==> src/rtl/mlp_sequencer.sv <==
// mlp_sequencer: time-multiplexed controller for the 8-input, 8-hidden, 1-output
// diabetes-risk MLP. A single shared multiply-accumulate walks a registered weight
// ROM (one cycle of read latency). Hidden activations are clamped to [0, 1.0], and
// the Q32.32 output is bucketed into a 2-bit risk class.
module mlp_sequencer #(
  parameter int N       = 8,
  parameter int NEURONS = 8,
  parameter int FRAC    = 16
) (
  input  logic            ADC_CLK_10,
  input  logic            rst_n,
  input  logic            start,
  input  logic            abort,
  input  logic [32*N-1:0] x_flat,
  output logic [6:0]      w_addr,
  input  logic [31:0]     w_data,
  output logic            ready,
  output logic            done,
  output logic [1:0]      result,
  output logic [31:0]     y_out
);

  // Counter must reach the bias cycle of the wider layer (terms + 1).
  localparam int MAX_TERMS = (N > NEURONS) ? N : NEURONS;
  localparam int CNT_W     = $clog2(MAX_TERMS + 2);
  localparam int NRN_W     = (NEURONS > 1) ? $clog2(NEURONS) : 1;

  localparam logic [CNT_W-1:0] HID_LAST_C = CNT_W'(N + 1);
  localparam logic [CNT_W-1:0] OUT_LAST_C = CNT_W'(NEURONS + 1);
  localparam logic [CNT_W-1:0] N_C        = CNT_W'(N);
  localparam logic [CNT_W-1:0] NEURONS_C  = CNT_W'(NEURONS);
  localparam logic [NRN_W-1:0] NRN_LAST_C = NRN_W'(NEURONS - 1);
  localparam logic [6:0]       OUT_BASE   = 7'(NEURONS * (N + 1));

  // 1.0 in the Q32.32 accumulator and in the Q16.16 activation format.
  localparam logic signed [63:0] ONE_Q = 64'sd1 <<< (2 * FRAC);
  localparam logic [31:0]        ONE_H = 32'd1 << FRAC;

  // Class thresholds on the Q32.32 output (about 0.6, 0.5 and 0.4).
  localparam logic signed [63:0] TH3 = 64'sh0000_0000_9999_0000;
  localparam logic signed [63:0] TH2 = 64'sh0000_0000_8000_0000;
  localparam logic signed [63:0] TH1 = 64'sh0000_0000_6666_0000;

  typedef enum logic [2:0] {
    S_IDLE  = 3'd0,
    S_HID   = 3'd1,
    S_ACT   = 3'd2,
    S_OUT   = 3'd3,
    S_CLASS = 3'd4,
    S_DONE  = 3'd5
  } state_t;

  state_t             state_q, state_d;
  logic [CNT_W-1:0]   cnt_q, cnt_d;
  logic [NRN_W-1:0]   nrn_q, nrn_d;

  logic signed [63:0] acc_q, acc_d;
  logic signed [31:0] x_q [N];
  logic signed [31:0] h_q [NEURONS];

  logic [6:0]         w_addr_q, w_addr_d;
  logic               ready_q, ready_d;
  logic               done_q, done_d;
  logic [1:0]         result_q;
  logic [31:0]        y_out_q;

  logic [CNT_W-1:0]   term_idx_s;
  logic signed [31:0] operand_s;
  logic signed [63:0] product_s;
  logic signed [63:0] bias_s;

  // ReLU clamp of a Q32.32 sum into [0, 1.0], returned as Q16.16.
  function automatic logic [31:0] clamp_act(input logic signed [63:0] a);
    logic [31:0] h;
    if (a < 64'sd0) begin
      h = 32'd0;
    end else if (a > ONE_Q) begin
      h = ONE_H;
    end else begin
      h = a[FRAC+31:FRAC];
    end
    return h;
  endfunction

  // Strict signed compare against the thresholds, highest class first.
  function automatic logic [1:0] classify(input logic signed [63:0] y);
    logic [1:0] c;
    if (y > TH3) begin
      c = 2'd3;
    end else if (y > TH2) begin
      c = 2'd2;
    end else if (y > TH1) begin
      c = 2'd1;
    end else begin
      c = 2'd0;
    end
    return c;
  endfunction

  // State register: FSM state, cycle-within-layer counter and neuron index.
  always_ff @(posedge ADC_CLK_10 or negedge rst_n) begin
    if (!rst_n) begin
      state_q <= S_IDLE;
      cnt_q   <= {CNT_W{1'b0}};
      nrn_q   <= {NRN_W{1'b0}};
    end else begin
      state_q <= state_d;
      cnt_q   <= cnt_d;
      nrn_q   <= nrn_d;
    end
  end

  // Next-state logic: fixed walk IDLE -> (HID, ACT) x NEURONS -> OUT -> CLASS -> DONE.
  always_comb begin
    state_d = state_q;
    cnt_d   = cnt_q;
    nrn_d   = nrn_q;
    if (abort && (state_q != S_IDLE)) begin
      state_d = S_IDLE;
      cnt_d   = {CNT_W{1'b0}};
      nrn_d   = {NRN_W{1'b0}};
    end else begin
      case (state_q)
        S_IDLE: begin
          if (start) begin
            state_d = S_HID;
            cnt_d   = {CNT_W{1'b0}};
            nrn_d   = {NRN_W{1'b0}};
          end else begin
            state_d = S_IDLE;
          end
        end
        S_HID: begin
          if (cnt_q == HID_LAST_C) begin
            state_d = S_ACT;
            cnt_d   = {CNT_W{1'b0}};
          end else begin
            cnt_d = cnt_q + CNT_W'(1);
          end
        end
        S_ACT: begin
          cnt_d = {CNT_W{1'b0}};
          if (nrn_q == NRN_LAST_C) begin
            state_d = S_OUT;
            nrn_d   = {NRN_W{1'b0}};
          end else begin
            state_d = S_HID;
            nrn_d   = nrn_q + NRN_W'(1);
          end
        end
        S_OUT: begin
          if (cnt_q == OUT_LAST_C) begin
            state_d = S_CLASS;
            cnt_d   = {CNT_W{1'b0}};
          end else begin
            cnt_d = cnt_q + CNT_W'(1);
          end
        end
        S_CLASS: state_d = S_DONE;
        S_DONE:  state_d = S_IDLE;
        default: begin
          state_d = S_IDLE;
          cnt_d   = {CNT_W{1'b0}};
          nrn_d   = {NRN_W{1'b0}};
        end
      endcase
    end
  end

  // Output logic: registered outputs are computed from the upcoming state so the
  // ROM address is presented in the same cycle the counter names it.
  always_comb begin
    ready_d  = (state_d == S_IDLE);
    done_d   = (state_d == S_DONE);
    w_addr_d = 7'd0;
    if ((state_d == S_HID) && (cnt_d <= N_C)) begin
      w_addr_d = 7'(nrn_d) * 7'(N + 1) + 7'(cnt_d);
    end else if ((state_d == S_OUT) && (cnt_d <= NEURONS_C)) begin
      w_addr_d = OUT_BASE + 7'(cnt_d);
    end else begin
      w_addr_d = 7'd0;
    end
  end

  // Output registers.
  always_ff @(posedge ADC_CLK_10 or negedge rst_n) begin
    if (!rst_n) begin
      w_addr_q <= 7'd0;
      ready_q  <= 1'b1;
      done_q   <= 1'b0;
    end else begin
      w_addr_q <= w_addr_d;
      ready_q  <= ready_d;
      done_q   <= done_d;
    end
  end

  // ROM data returning in cycle c belongs to the address issued in cycle c-1.
  assign term_idx_s = cnt_q - CNT_W'(1);

  // MAC operand select: x during the hidden layer, h during the output layer.
  always_comb begin
    operand_s = 32'sd0;
    for (int k = 0; k < N; k++) begin
      operand_s = ((state_q == S_HID) && (term_idx_s == CNT_W'(k))) ? x_q[k] : operand_s;
    end
    for (int k = 0; k < NEURONS; k++) begin
      operand_s = ((state_q == S_OUT) && (term_idx_s == CNT_W'(k))) ? h_q[k] : operand_s;
    end
  end

  // Full 64-bit signed product (Q32.32) and the bias aligned to Q32.32.
  assign product_s = $signed({{32{operand_s[31]}}, operand_s}) * $signed({{32{w_data[31]}}, w_data});
  assign bias_s    = $signed({{(32-FRAC){w_data[31]}}, w_data, {FRAC{1'b0}}});

  // Accumulator next value: clear on cycle 0, products on term cycles, bias last.
  always_comb begin
    acc_d = acc_q;
    case (state_q)
      S_HID: begin
        if (cnt_q == {CNT_W{1'b0}}) begin
          acc_d = 64'sd0;
        end else if (cnt_q == HID_LAST_C) begin
          acc_d = acc_q + bias_s;
        end else begin
          acc_d = acc_q + product_s;
        end
      end
      S_OUT: begin
        if (cnt_q == {CNT_W{1'b0}}) begin
          acc_d = 64'sd0;
        end else if (cnt_q == OUT_LAST_C) begin
          acc_d = acc_q + bias_s;
        end else begin
          acc_d = acc_q + product_s;
        end
      end
      default: acc_d = acc_q;
    endcase
  end

  // Datapath registers: accumulator, captured inputs, activations and the result.
  always_ff @(posedge ADC_CLK_10 or negedge rst_n) begin
    if (!rst_n) begin
      acc_q    <= 64'sd0;
      result_q <= 2'd0;
      y_out_q  <= 32'd0;
      for (int k = 0; k < N; k++) begin
        x_q[k] <= 32'sd0;
      end
      for (int k = 0; k < NEURONS; k++) begin
        h_q[k] <= 32'sd0;
      end
    end else begin
      acc_q <= acc_d;
      if ((state_q == S_IDLE) && start) begin
        for (int k = 0; k < N; k++) begin
          x_q[k] <= x_flat[32*k +: 32];
        end
      end
      if ((state_q == S_ACT) && !abort) begin
        h_q[nrn_q] <= clamp_act(acc_q);
      end
      if ((state_q == S_CLASS) && !abort) begin
        result_q <= classify(acc_q);
        y_out_q  <= acc_q[FRAC+31:FRAC];
      end
    end
  end

  assign w_addr = w_addr_q;
  assign ready  = ready_q;
  assign done   = done_q;
  assign result = result_q;
  assign y_out  = y_out_q;

endmodule
==> config.mk <==
export PLATFORM = sky130hd
export DESIGN_NAME = mlp_sequencer
export DESIGN_NICKNAME = d
export VERILOG_FILES = /design/src/rtl/mlp_sequencer.sv
export SDC_FILE = /design/constraint.sdc
export NUM_CORES = 2
export LEC_CHECK = 0
export CAP_MARGIN = 20
export CORE_UTILIZATION = 45
export CTS_BUF_LIST = sky130_fd_sc_hd__clkbuf_8
export DETAILED_ROUTE_END_ITERATION = 8
export GPL_TIMING_DRIVEN = 1
export PLACE_DENSITY = 0.66
export SLEW_MARGIN = 20
export SYNTH_ARGS = -nofsm -noshare
export SYNTH_HDL_FRONTEND = slang
export SYNTH_SLANG_ARGS = --single-unit
==> constraint.sdc <==
create_clock -name ADC_CLK_10 -period 15 [get_ports ADC_CLK_10]
set_input_delay 1.5 -clock ADC_CLK_10 [delete_from_list [all_inputs] [get_ports ADC_CLK_10]]
set_output_delay 1.5 -clock ADC_CLK_10 [all_outputs]
set_load 0.01 [all_outputs]
==> metrics.txt <==
1st-iter DRT viols 4157; crit path time final 13090 ps; first-pass GRT wire length 336 mm; core box area 154000 µm²; # H-tree levels 3; CTS tree built; FF+latch count, synth 629; CTS Root Cell clkbuf_8; ys flop type dfrtp_1; largest family of logic cells by synthesized area adder cells; Slew HR 0.238; final setup violating endpoints 0; Die Ht 397 µm; Final Hold Fails 0; GR Util met1 0.385; Die W 397 µm; most used cell, CP fa_1; slowest CP cell nor2_1; Cells after Synth 7129; Ys Warns 0; clock transition at the registers of the reported paths 60 ps; Mapped Avg Cell Area 9.83 µm²; post-CTS setup buffer count 0; setup TNS 0 ps; I/O Buffers 334; Startpoint Class flop; DPL Wire Length 162 mm; GP Congestion 0.934; final wirelength 213 mm; Slew @ Worst Pin 1140 ps; fill cell count 14200; register area share after synthesis 0.225; EDFF count, synth 0; effective utilization at floorplan 0.454; type of the worst setup path flop to flop; Net Count, Synth 8915; area of the multi-input gates 48000 µm²; R2R setup slack 1910 ps; Adder-Cell Fraction of Synth Area 0.397; total track usage 0.279; RR Endpoint acc_q[52]; xor/xnor cell area share of the yosys netlist 0.0138; # IOs 335; DRT Pass-1 Iters 8; Vias/cell 5.57; cts repair resizes 0; critical path capture point type flop; reg2reg start state_q[0]; HP Class flop to flop; Storage cell area 15700 µm²; crit path from state_q[0]; via count 52500; R2R depth 38; P&R area growth vs syn 10.9%; Post-layout nets 9090; clock sink total 629; clock tree buffer depth 3; number of CTS-inserted buffers 105; Die ar. 157000 µm²; CP endpoint acc_q[52]; Worst-Skew Late Latency 760 ps; post-route ant nets 0; share of cells above drive strength 1 0.0853; Peak Freq 76.4 MHz; met2 Track Usage GR 0.439; GR peak layer met2; Hold-fix buffers, CTS 0; GR Util met3 0.0599; initial antenna violation count 25; largest net degree at the start of global routing 179; mapped cell area 70100 µm²; final setup skew 51.1 ps; row cnt 144; max-cap violations 0; simple-gate share of the synthesized area 0.133; Crit Path Max Fanout 30; Synth async-reset ratio 1.00; critical path arrival 13740 ps; total gr overflow 0; Req. time, crit path 15650 ps; Final Max Slew Viols 0; Final Cycle Share 0.873; drc violations 40; Unique masters post-synth 84; Routed WL per cell 22.6 µm; status complete, but fails checks; max incr delay on CP 770 ps; unrepaired setup endpoints after global routing false; failing checks DRC; vias in the first global route 56200; mux contribution to synthesized area 0.0476; Synth Area in Compound Gates 0.0905
[logic make-up after synthesis]
| logic type | Yosys count |
|---|---|
| AOI/OAI and AO/OA | 976 |
| xor gates and xnor gates | 110 |
| adders and majority gates | 1494 |
| buffers and inverters | 1721 |
| DFF | 629 |
| muxes | 297 |
| and+or+nand+nor | 1902 |
[layer usage]
metal | vias to the layer above | routed length, µm
li1 | 22600 | -
met1 | 27400 | 89700
met4 | 18 | 6740
met3 | 352 | 18500
met2 | 2091 | 98100
met5 | - | 116
[cells in the final DEF (no fill, tap or decap), types with 35 or more instances in the layout]
cell type,count
a21oi_1,181
inv_1,1361
and3_1,36
nor3_1,52
dfrtp_1,628
o221ai_1,35
clkdlybuf4s50_1,331
fa_1,1212
nor2b_1,41
o21ai_0,299
and2_1,567
nor2_1,168
a21o_1,60
clkbuf_8,127
o22ai_1,44
mux2_2,291
nand3_1,51
a221oi_1,69
a22oi_1,36
buf_4,121
xnor2_1,72
xor2_1,38
ha_1,282
nand2_1,844
[critical path: cells and delay by family, from the launching register on]
| kind | cells | cell delay [ps] |
|---|---|---|
| compound gates | 11 | 2950 |
| xor+xnor | 1 | 170 |
| fa+ha+maj | 9 | 4390 |
| buf+inv | 8 | 1350 |
| flops | 1 | 600 |
| simple gates | 9 | 3530 |
[cell usage after synthesis, drive strengths merged (35+ instances only)]
cell / number / area share
a21o: 60 / 0.0064
a21oi: 184 / 0.013
a221oi: 73 / 0.0095
a22oi: 36 / 0.0039
a31oi: 36 / 0.0033
and2: 568 / 0.051
and3: 37 / 0.0033
buf: 72 / 0.0056
clkbuf: 318 / 0.017
dfrtp: 628 / 0.22
fa: 1212 / 0.35
ha: 282 / 0.050
inv: 1330 / 0.071
mux2: 291 / 0.047
nand2: 846 / 0.045
nand3: 52 / 0.0038
nor2: 177 / 0.0096
nor2b: 42 / 0.0038
nor3: 55 / 0.0040
o21ai: 314 / 0.022
o221ai: 35 / 0.0044
o22ai: 44 / 0.0039
xnor2: 72 / 0.0090
xor2: 38 / 0.0048
[sequential cells by signal (all words and copies together) (netlist names)]
register and count:
y_out 32, w_addr 7, acc_q 64, x_q 256, h_q 256, cnt_q 4
ready 1, nrn_q 3, result 2, state_q 3, done 1
[worst min-delay path by stage]
stage	cells after the start	start	endpoint	slack, ps
after floorplan	2	h_q[204]	h_q[204]	440
after global placement	2	h_q[204]	h_q[204]	450
after detailed placement	1	h_q[28]	h_q[28]	470
after CTS	2	h_q[194]	h_q[194]	480
after global routing	2	h_q[194]	h_q[194]	490
final	2	h_q[194]	h_q[194]	480
[through the flow]
step / hold WS [ps] / instances / setup slack [ps] / util / instance area (µm²)
2_1_floorplan: 441 / 7129 / 3990 / - / 70100
3_3_place_gp: 455 / 9240 / 2310 / 0.490 / 75500
3_5_place_dp: 466 / 9240 / 2060 / 0.490 / 75500
4_1_cts: 481 / 9419 / 2020 / 0.503 / 77600
5_1_grt: 494 / 9422 / 1280 / 0.504 / 77700
6_report: 477 / 9429 / 1910 / 0.504 / 77700
[final cells by class]
cell class | count | share of cell area
Antenna cell | 9 | 0.000290
Tap cell | 2044 | 0.0329
Inverter | 1331 | 0.0643
Clock buffer | 127 | 0.0225
Clock inverter | 52 | 0.00457
Timing Repair Buffer | 458 | 0.0555
Multi-Input combinational cell | 4779 | 0.617
Sequential cell | 629 | 0.203
Power is left out: the tool's default activity adds up to more than one toggle a clock period on the data nets, which glitch-free logic cannot reach.
